[config.mk]
export PLATFORM = sky130hd
export DESIGN_NAME = a2d_arbiter
export DESIGN_NICKNAME = d
export VERILOG_FILES = /design/src/rtl/a2d_arb_pkg.sv /design/src/rtl/a2d_arbiter_rr_arb2.sv /design/src/rtl/a2d_arbiter.sv
export SDC_FILE = /design/constraint.sdc
export NUM_CORES = 1
export LEC_CHECK = 0
export BUFFER_PORTS_ARGS = -buffer_cell sky130_fd_sc_hd__buf_4
export CAP_MARGIN = 10
export CELL_PAD_IN_SITES_DETAIL_PLACEMENT = 2
export CELL_PAD_IN_SITES_GLOBAL_PLACEMENT = 2
export CORE_UTILIZATION = 35
export CTS_CLUSTER_SIZE = 25
export DETAILED_ROUTE_END_ITERATION = 10
export PLACE_DENSITY_LB_ADDON = 0.1
export SLEW_MARGIN = 20
export SYNTH_ARGS = -nofsm -noshare
export SYNTH_HDL_FRONTEND = slang
export SYNTH_SLANG_ARGS = --single-unit
[constraint.sdc]
create_clock -name clk -period 3.6 [get_ports clk]
set_input_delay 0.18 -clock clk [delete_from_list [all_inputs] [get_ports clk]]
set_output_delay 0.18 -clock clk [all_outputs]
set_load 0.01 [all_outputs]
[src/rtl/a2d_arb_pkg.sv]
// Shared constants for the A2D arbiter: FSM state encoding and requester indices.
package a2d_arb_pkg;

  typedef logic [1:0] state_t;

  localparam state_t IDLE  = 2'd0;
  localparam state_t START = 2'd1;
  localparam state_t WAIT  = 2'd2;
  localparam state_t DONE  = 2'd3;

  localparam int NUM_REQ    = 2;
  localparam int REQ_MOTION = 0;
  localparam int REQ_HK     = 1;

endpackage

[src/rtl/a2d_arbiter_rr_arb2.sv]
// Combinational two-way round-robin pick: one-hot grant, favouring the
// requester that was not served last when both are asking.
module rr_arb2
  import a2d_arb_pkg::*;
(
  input  logic [NUM_REQ-1:0] req,
  input  logic               last_served,
  output logic [NUM_REQ-1:0] gnt
);

  always_comb begin
    gnt = '0;
    case (req)
      2'b01:   gnt = 2'b01;
      2'b10:   gnt = 2'b10;
      2'b11:   gnt = last_served ? 2'b01 : 2'b10;
      default: gnt = '0;
    endcase
  end

endmodule

[src/rtl/a2d_arbiter.sv]
// Shares one A2D converter between the motion controller and housekeeping,
// with round-robin grants and a watchdog that aborts hung conversions.
module a2d_arbiter
  import a2d_arb_pkg::*;
#(
  parameter int TIMEOUT = 1024,
  parameter int RES_W   = 12
) (
  input  logic               clk,
  input  logic               rst_n,
  input  logic [1:0]         req,
  input  logic [2:0]         chnnl0,
  input  logic [2:0]         chnnl1,
  input  logic               cnv_cmplt,
  input  logic [RES_W-1:0]   A2D_res,
  output logic               strt_cnv,
  output logic [2:0]         chnnl,
  output logic [1:0]         gnt,
  output logic [1:0]         done,
  output logic [RES_W-1:0]   res,
  output logic               err
);

  localparam int CNT_W = $clog2(TIMEOUT);

  state_t           state;
  logic [CNT_W-1:0] tmo_cnt;
  logic             last_served;
  logic [1:0]       pick;
  logic             timeout_hit;

  rr_arb2 u_rr_arb2 (
    .req         (req),
    .last_served (last_served),
    .gnt         (pick)
  );

  assign timeout_hit = (tmo_cnt == CNT_W'(TIMEOUT - 1));

  // last_served resets to 1 so requester 0 wins the first contended pick
  always_ff @(posedge clk or negedge rst_n) begin
    if (!rst_n) begin
      state       <= IDLE;
      tmo_cnt     <= '0;
      last_served <= 1'b1;
      strt_cnv    <= 1'b0;
      chnnl       <= '0;
      gnt         <= '0;
      done        <= '0;
      res         <= '0;
      err         <= 1'b0;
    end else begin
      strt_cnv <= 1'b0;
      done     <= '0;
      case (state)
        IDLE: begin
          if (|pick) begin
            gnt      <= pick;
            chnnl    <= pick[REQ_MOTION] ? chnnl0 : chnnl1;
            strt_cnv <= 1'b1;
            state    <= START;
          end
        end
        START: begin
          tmo_cnt <= '0;
          state   <= WAIT;
        end
        WAIT: begin
          // a completion arriving on the timeout cycle still counts as success
          if (cnv_cmplt) begin
            res   <= A2D_res;
            err   <= 1'b0;
            done  <= gnt;
            state <= DONE;
          end else if (timeout_hit) begin
            res   <= '0;
            err   <= 1'b1;
            done  <= gnt;
            state <= DONE;
          end else begin
            tmo_cnt <= tmo_cnt + 1'b1;
          end
        end
        DONE: begin
          last_served <= gnt[REQ_HK];
          gnt         <= '0;
          state       <= IDLE;
        end
        default: state <= IDLE;
      endcase
    end
  end

endmodule
After elaboration in Yosys (flattened, before gate mapping)
Cells that the tools add are included.
{"block": "totals", "regBits": 34, "latch_bits": 0, "ramBits": 0, "romBits": 0, "wordCells": 52, "memories": 0}
{"block": "op_classes", "n_addsub": 1, "mul": 0, "div_mod_pow": 0, "magnitude_cmp": 0, "n_eq_ne": 11, "shift": 0, "n_mux": 21, "n_bitwise": 0, "n_reduce_logical": 10}
{"cell": "2-to-1 mux 12 bit", "count": 2}
{"cell": "2-to-1 mux 10 bit", "count": 2}
{"cell": "one-hot mux 10 bit (2 select lines)", "count": 1}
{"cell": "2-to-1 mux 2 bit", "count": 8}
{"cell": "adder 10 x 1 -> 10 bit, second input constant", "count": 1}
{"cell": "equality test 10 bit, second input constant", "count": 1}
{"cell": "equality test 2 bit, second input constant", "count": 4}
{"cell": "one-hot mux 2 bit (4 select lines)", "count": 1}
{"cell": "AND reduction 2 bit", "count": 4}
{"cell": "inequality test 2 bit, second input constant", "count": 3}
{"cell": "one-hot mux 2 bit (3 select lines)", "count": 1}
{"cell": "nonzero test 2 bit", "count": 3}
{"cell": "equality test 2 x 1 -> 1 bit, second input constant", "count": 2}
{"cell": "2-to-1 mux 1 bit", "count": 4}
{"cell": "one-hot mux 2 bit (2 select lines)", "count": 1}
{"cell": "2-to-1 mux 3 bit", "count": 1}
{"cell": "inequality test 3 bit, second input constant", "count": 1}
{"cell": "AND reduction 3 bit", "count": 1}
{"cell": "logical NOT 2 bit", "count": 1}
{"cell": "OR reduction 2 bit", "count": 1}

Logic depth before layout (Yosys ltp)
Gate-level depths: netlist of the first run.
{"block": "logic_depth", "word_depth": 5, "mapped_depth": 6}

Hierarchy
A second synthesis of the first run with hierarchy kept.
{"block": "hier_totals", "hier_cells": 149, "area_unflattened_um2": 1622.8}
{"mod": "a2d_arbiter", "n_inst": 1, "cells_each": 146, "area_each_um2": 1604.0, "seq_area_each_um2": 852.1}
{"mod": "rr_arb2", "n_inst": 1, "cells_each": 3, "area_each_um2": 18.8, "seq_area_each_um2": 0.0}

Least setup slack after synthesis of the first run
Ideal clock, no wire load.
{"block": "synth_timing", "path_kind": "flip-flop to flip-flop", "start": "reg tmo_cnt[0]", "end": "reg tmo_cnt[5]", "setup_time_ns": 0.128, "t_arrival_ns": 1.476, "required_ns": 3.472, "path_slack_ns": 1.996, "stages_incl_launch_ff": 7, "cell_sequence": "dfrtp_1 -> ha_1 -> and4_4 -> a31oi_4 -> buf_2 -> nand3_1 -> mux2i_1"}
{"block": "synth_between", "elab_chain_len": 4, "word_cells_on_any_way": 7, "classes_between": "add/sub: 1; eq/ne: 2; mux: 3; reduce/logical: 1"}
{"item": "start, declared", "line_no": "a2d_arbiter.sv:27", "source": "logic [CNT_W-1:0] tmo_cnt;"}
{"item": "start signal, assigned", "line_no": "a2d_arbiter.sv:81", "source": "tmo_cnt <= tmo_cnt + 1'b1;"}
{"item": "adder 10 x 1 -> 10 bit", "line_no": "a2d_arbiter.sv:81"}
{"item": "2-to-1 mux 10 bit", "line_no": "a2d_arbiter.sv:75", "source": "end else if (timeout_hit) begin"}
{"item": "2-to-1 mux 10 bit", "line_no": "a2d_arbiter.sv:70", "source": "if (cnv_cmplt) begin"}
{"item": "one-hot mux 10 bit (2 select lines)", "line_no": "a2d_arbiter.sv:55", "source": "case (state)"}
Several ways; a longest one is shown, not always the timed one. The select of a mux whose other input is x is not followed.
A chain may end at the register's enable or synchronous reset.

Worst setup path after layout of the first run
{"block": "layout_timing", "start": "reg state[0]", "end": "reg tmo_cnt[9]"}
{"block": "layout_between", "elab_chain_len": 3, "word_cells_on_any_way": 7, "classes_between": "eq/ne: 4; mux: 1; reduce/logical: 2"}
{"item": "start, declared", "line_no": "a2d_arbiter.sv:26", "source": "state_t state;"}
{"item": "start signal, assigned", "line_no": "a2d_arbiter.sv:43", "source": "state <= IDLE;"}
{"item": "start signal, assigned", "line_no": "a2d_arbiter.sv:61", "source": "state <= START;"}
{"item": "start signal, assigned", "line_no": "a2d_arbiter.sv:66", "source": "state <= WAIT;"}
{"item": "equality test 2 bit or equality test 2 x 1 -> 1 bit (tied branches)", "line_no": "a2d_arbiter.sv:55"}
{"item": "inequality test 2 bit (no line) or nonzero test 2 bit (tied branches)"}
{"item": "AND reduction 3 bit (no line)"}
Several ways; a longest one is shown, not always the timed one.

==> results of run 1 <==
layout make-up:
class	instances	share of cell area, %
clock buffers	8	5.22
well taps	52	3.09
flip-flops and latches	34	40.4
multi-input cells	101	34.2
repair buffers	44	15.8
inverters	7	1.25
per-stage QoR:
step	hold slack, ps	utilization, %	cell area (sq um)	instances	power (uW)
final	105	47.8	2110	246	1540
after global routing	105	47.8	2110	246	1650
after CTS	100	47.8	2110	246	1580
after detailed placement	165	45.0	1990	237	1230
after global placement	153	45.0	1990	237	1180
after floorplan	-116	-	1630	147	959
metal layers:
layer	vias to the layer above	GRT usage, %	share of wire, %
li1	619	-	-
met3	6	3.90	3.5
met5	-	0	0
met2	27	34.9	55
met4	0	7.33	0.99
met1	694	22.4	41
cell usage after synthesis, types with 6 or more instances:
cell type	number
dfrtp_1	33
ha_1	6
o21ai_0	6
a22o_1	13
nor2_1	7
inv_1	7
nand3_1	9
mux2i_1	9
nand2_1	18
critical path: stages, from the launching register on:
cell and delay (ps):
dfrtp_1 410, inv_1 120, ha_1 690, nand3b_1 190
nor4_1 340, mux2i_1 240, nor2b_1 60
power by group through the flow:
stage	Combinational, uW	Clock, uW	Sequential, uW
global placement	579	0	598
finish	611	332	602
detailed placement	621	0	611
floorplan	327	0	633
CTS	625	345	605
global route	670	361	620
path summary, 6_finish.rpt:
| kind | end | slack, ps | depth (start not counted) |
|---|---|---|---|
| worst max-delay path | tmo_cnt[9] | 1440 | 6 |
| worst min-delay path | res[9] | 100 | 2 |
| worst max register to register | tmo_cnt[9] | 1440 | 6 |
| worst min register to register | chnnl[0] | 500 | 2 |
| max in group asynchronous | last_served | 2880 | 2 |
| min in group asynchronous | tmo_cnt[9] | 380 | 2 |
state kept, by name (all words and copies together) (netlist names):
| register | count |
|---|---|
| chnnl | 3 |
| res | 12 |
| gnt | 2 |
| done | 2 |
| state | 2 |
| strt_cnv | 1 |
| err | 1 |
| last_served | 1 |
| tmo_cnt | 10 |
logic make-up (layout without fill, tap and decap cells):
kind of cell               count (synthesis)  after routing  synth area share, %
and+or+nand+nor                           51             51                 16.5
muxes                                     11             11                 6.91
AOI/OAI and AO/OA                         32             32                 15.7
xor gates and xnor gates                   1              1                0.538
adders and majority gates                  6              6                 4.61
buffers and inverters                     12             59                 3.38
DFF                                       34             34                 52.3
==> key figures, run 1 <==
Placed design
  – HPWL after detailed placement: 3.19 mm
  – Placer Congestion: 0.761
  – Dpl ws: 1450 ps
  – Buffers added on ports: 43

Floorplan
  – Die Span X: 70.2 microns
  – Initial core utilization: 36.9%
  – I/O Pins: 44
  – DIE HEIGHT: 70.2 microns
  – Core ar.: 4410 sq um
  – Total die area: 4930 sq um
  – Std cell rows: 24

Timing
  – Slew @ Worst Pin: 790 ps
  – Final setup margin: 1440 ps
  – Clock skew: 4.89 ps
  – Final Hold Vio Count: 0
  – Minimum clock period: 2160 ps
  – Final setup viols: 0
  – Post-route setup TNS: 0 ps
  – Part of the cycle the worst path needs: 59.9%
  – Fmax: 0.464 GHz
  – Slew HR: 47.3%
  – Slew Limit Fails: 0
  – RSZ-0062 raised after global routing: no

Setup path
  – Critical Path Sink Type: register
  – Critical path class: reg -> reg
  – Critical Path RT: 3780 ps
  – Crit path arrival time: 2340 ps
  – RR Startpoint: state[0]
  – CP Launch Point: state[0]
  – Crit-path max FO: 22
  – CP startpoint kind: register

Pwr
  – Leak pwr: 0.00105 uW
  – Max IR drop VDD: 0.298 mV
  – Pwr/cell area: 732 nW/um^2
  – Combinational share of power: 39.5%
  – Sw power: 541 uW
  – Sw Ratio: 35.0%
  – Cell internal pwr: 1000 uW
  – Share of power burned in registers: 39.0%
  – Clock share of power: 21.5%

Finish
  – Layout Nets: 222
  – Multi-input logic area: 722 sq um
  – # fillers: 454
  – Highest-count cells in the layout ignoring fill and taps: 43 x buf_4, 33 x dfrtp_1, 18 x nand2_1
  – # diodes: 0
  – Share of cells above drive strength 1: 29.4%
  – Sequential Area: 852 sq um
  – Syn-to-layout area delta: 29.4%
  – Commonest non-fill, non-tap cell in the layout: buf_4

Global route
  – First-pass GRT wire length: 7.45 mm
  – Vias in the first global route: 1542
  – Gr ovfl total: 0
  – Initial antenna violation count: 0
  – Largest net degree at the start of global routing: 35
  – GRT Overall Usage: 19.4%

CTS
  – PostCTS Resize Cnt: 0
  – CTS H-tree depth: 2
  – Clk root buf: clkbuf_8
  – Register clock-pin slew on the reported worst setup and hold paths: 70 ps
  – CTS Hold Bufs: 1
  – Clock Latency Late Sink: 290 ps
  – Clk sinks: 34
  – CTS tree: yes
  – Max clock buf depth: 2
  – # Post-CTS Setup Buffers: 0
  – CTS Buf Count: 5

Synth
  – Synth Instances: 147
  – FFs w/ async S/R, synth: 100%
  – Synth area leader: dfrtp_1
  – Most used DFF post-synth: dfrtp_1
  – Synth area leaders: dfrtp_1 51%, a22o_1 7.0%, mux2i_1 5.5%
  – Mapped Nets: 176
  – Seq/Total Area, Yosys: 52.3%
  – Post-synth EDFFs: 0
  – Top cell type's share of synthesized area: 50.7%
  – Unique masters post-synth: 41
  – Yosys warns: 0
  – Avg Cell Area, Syn: 11.1 sq um
  – Register bit total from synthesis: 34
  – Post-Syn Area: 1630 sq um

Routing
  – Drt wl/cell: 17.6 microns
  – First DRT Iteration DRCs: 55
  – Via count: 1346
  – Via/cell ratio: 5.47
  – DRC viols: 0
  – Post-Route WL: 4.34 mm
  – Final ANT Viol Nets: 0
  – TritonRoute pass-1 iters: 4

Run
  – Max-cap violations: 0

Run status
  – Status: completed

Hold path
  – Worst Hold Class: in -> reg
  – Hold_sp: A2D_res[9]
Power figures use the tool's default switching activity.
==> run 2: changes to the inputs <==
ABC_AREA = 1   (was unset)
CORE_UTILIZATION = 30   (was 35)
clock period = 2.1 ns   (was 3.6 ns; I/O delays follow)
==> key figures, run 2 <==
CTS
  – Clk root buf: clkbuf_8
  – # Post-CTS Setup Buffers: 0
  – CTS Buf Count: 5
  – Clock Latency Late Sink: 290 ps
  – PostCTS Resize Cnt: 0
  – CTS H-tree depth: 2
  – Clk sinks: 34
  – Register clock-pin slew on the reported worst setup and hold paths: 70 ps
  – CTS tree: yes
  – Max clock buf depth: 2

Synth
  – Register bit total from synthesis: 34
  – Post-Syn Area: 1730 sq um
  – Most used DFF post-synth: dfrtp_1
  – Avg Cell Area, Syn: 8.50 sq um
  – Synth Instances: 203
  – Seq/Total Area, Yosys: 49.4%
  – Yosys warns: 0
  – Unique masters post-synth: 25
  – Most frequent cell after synthesis: nand2_1
  – FFs w/ async S/R, synth: 100%
  – Top cells by count, synth: 76 x nand2_1, 33 x dfrtp_1, 23 x inv_1, 15 x nand3_1, 9 x nand2_2
  – Synth area leader: dfrtp_1
  – Synth area leaders: dfrtp_1 48%, nand2_1 17%, inv_1 5.0%
  – Post-synth EDFFs: 0
  – Mapped Nets: 232
  – Top cell type's share of synthesized area: 47.9%

Hold path
  – Sink of the worst hold path: res[1]
  – Hold_sp: A2D_res[1]
  – Worst Hold Class: in -> reg
  – Hold path cells: 3

Timing
  – Hold WS: 20.6 ps
  – Minimum clock period: 1760 ps
  – Part of the cycle the worst path needs: 84.0%
  – Slew @ Worst Pin: 509 ps
  – Post-route setup TNS: 0 ps
  – Slew HR: 65.7%
  – Fmax: 0.567 GHz
  – Clock skew: 2.81 ps
  – RSZ-0062 raised after global routing: no
  – Final Hold Vio Count: 0
  – Final setup viols: 0
  – Slew Limit Fails: 0

Global route
  – First-pass GRT wire length: 7.72 mm
  – Gr ovfl total: 0
  – Initial antenna violation count: 0
  – GRT Overall Usage: 16.5%
  – Vias in the first global route: 1540
  – Largest net degree at the start of global routing: 35

Setup path
  – Crit-path cells: ha_1 -> nand2_1 -> nor2_4 -> nand3b_4 -> nand3_2 -> inv_2 -> nand2_1 -> nand2_1
  – Critical Path RT: 2280 ps
  – Crit path arrival time: 1940 ps
  – R2r worst-path depth: 8
  – CP startpoint kind: register
  – Most frequent cell on the critical path: nand2_1
  – Critical Path Sink Type: register
  – RR Startpoint: tmo_cnt[0]
  – FF-to-FF End: tmo_cnt[6]
  – Crit-path slowest cell: dfrtp_1
  – Reg-to-reg slack, setup: 340 ps
  – Crit-path max FO: 14
  – Buffers and inverters on the worst path: 1
  – Crit-path max cell delay: 460 ps
  – Critical path class: reg -> reg
  – Top delay family on crit path: simple AND/OR/NAND/NOR gates

Placed design
  – Placer Congestion: 0.678
  – Buffers added on ports: 43
  – HPWL after detailed placement: 3.38 mm

Floorplan
  – Die Span X: 77.8 microns
  – Initial core utilization: 31.1%
  – DIE HEIGHT: 77.8 microns
  – Std cell rows: 27
  – I/O Pins: 44
  – Total die area: 6060 sq um
  – Core ar.: 5540 sq um

Pwr
  – Final total power: 2590 uW
  – Max IR drop VDD: 0.447 mV
  – Pwr/cell area: 1180 nW/um^2
  – Leak pwr: 0.00122 uW

Finish
  – Share of cells above drive strength 1: 27.4%
  – Highest-count cells in the layout ignoring fill and taps: 76 x nand2_1, 43 x buf_4, 33 x dfrtp_1
  – Layout Nets: 280
  – # diodes: 0
  – Syn-to-layout area delta: 27.0%
  – Max FFs per register: 12
  – Commonest non-fill, non-tap cell in the layout: nand2_1
  – Largest regs: res (12), tmo_cnt (10), chnnl (3)
  – Largest Register: res

Routing
  – Via/cell ratio: 4.50
  – TritonRoute pass-1 iters: 4
  – Via count: 1458
  – Post-Route WL: 4.56 mm
  – First DRT Iteration DRCs: 45
  – Final ANT Viol Nets: 0
  – Drt wl/cell: 14.1 microns
  – DRC viols: 0

Run status
  – Status: completed

Run
  – Max-cap violations: 0
run 2: cell types whose count changed in the layout (fill, tap and decap cells not counted), sizes merged, moves of 3 or more:
cell and change:
nand2 +69, nand3 +7, a21oi +6, inv +17
a22o -13, nand2b -3, mux2i -9, a31oi -3
nor2 +4, o21ai -3
run 2: cells by family (layout without fill, tap and decap cells):
logic type,after synthesis,after routing,share of synthesized area (%)
simple gates,118,118,31.8
fa+ha+maj,6,6,4.35
flops,34,34,49.4
compound gates,13,13,4.57
xor+xnor,5,5,2.54
buf+inv,27,76,7.32
run 2: timing repair:
action                                  in CTS  in global routing
hold buffers                                 1                  0
endpoints found under the hold margin       33                  0
endpoints found under the setup margin       0                  0
run 2: how the worst max path moves through the flow:
stage | endpoint | from | depth (start not counted) | slack (ps)
after global placement | tmo_cnt[8] | tmo_cnt[0] | 8 | 410
after global routing | tmo_cnt[4] | tmo_cnt[0] | 8 | 190
after CTS | tmo_cnt[6] | tmo_cnt[0] | 8 | 330
after detailed placement | tmo_cnt[6] | tmo_cnt[0] | 8 | 340
after floorplan | res[2] | tmo_cnt[0] | 9 | 680
final | tmo_cnt[6] | tmo_cnt[0] | 8 | 340
run 2: stage by stage:
| step | area [sq um] | setup slack (ps) | util (%) | std cells |
|---|---|---|---|---|
| after detailed placement | 2100 | 339 | 37.9 | 315 |
| after global routing | 2190 | 190 | 39.6 | 324 |
| final | 2190 | 335 | 39.6 | 324 |
| after CTS | 2190 | 328 | 39.6 | 324 |
| after global placement | 2100 | 407 | 37.9 | 315 |
| after floorplan | 1730 | 679 | - | 203 |
run 2: cell type report:
| cell class | instances | area [sq um] |
|---|---|---|
| fillers | 658 | 3350 |
| flip-flops and latches | 34 | 852 |
| multi-input cells | 142 | 747 |
| repair buffers | 44 | 333 |
| inverters | 24 | 90.1 |
| well taps | 72 | 90.1 |
| clock buffers | 8 | 80.1 |
run 2: worst reg2reg max path: cells and delay by family (launching register included):
kind	cells	cell delay, ps
buffers and inverters	1	170
AND/OR/NAND/NOR	6	790
flip-flops	1	460
adder cells (fa/ha/maj)	1	230
run 2: metal layers:
layer | global-route usage (%) | part of all wire, %
met1 | 22.5 | 48
met5 | 0 | 0
met3 | 4.24 | 4.1
met2 | 25.5 | 47
met4 | 5.09 | 1.1
run 2: report_power, final:
part           total, uW  internal (uW)  leakage (uW)  switching, uW
registers           1050            886      0.000434            159
logic               1070            468      0.000746            602
clock network        477            236     0.0000395            241
total               2590           1590       0.00122           1000
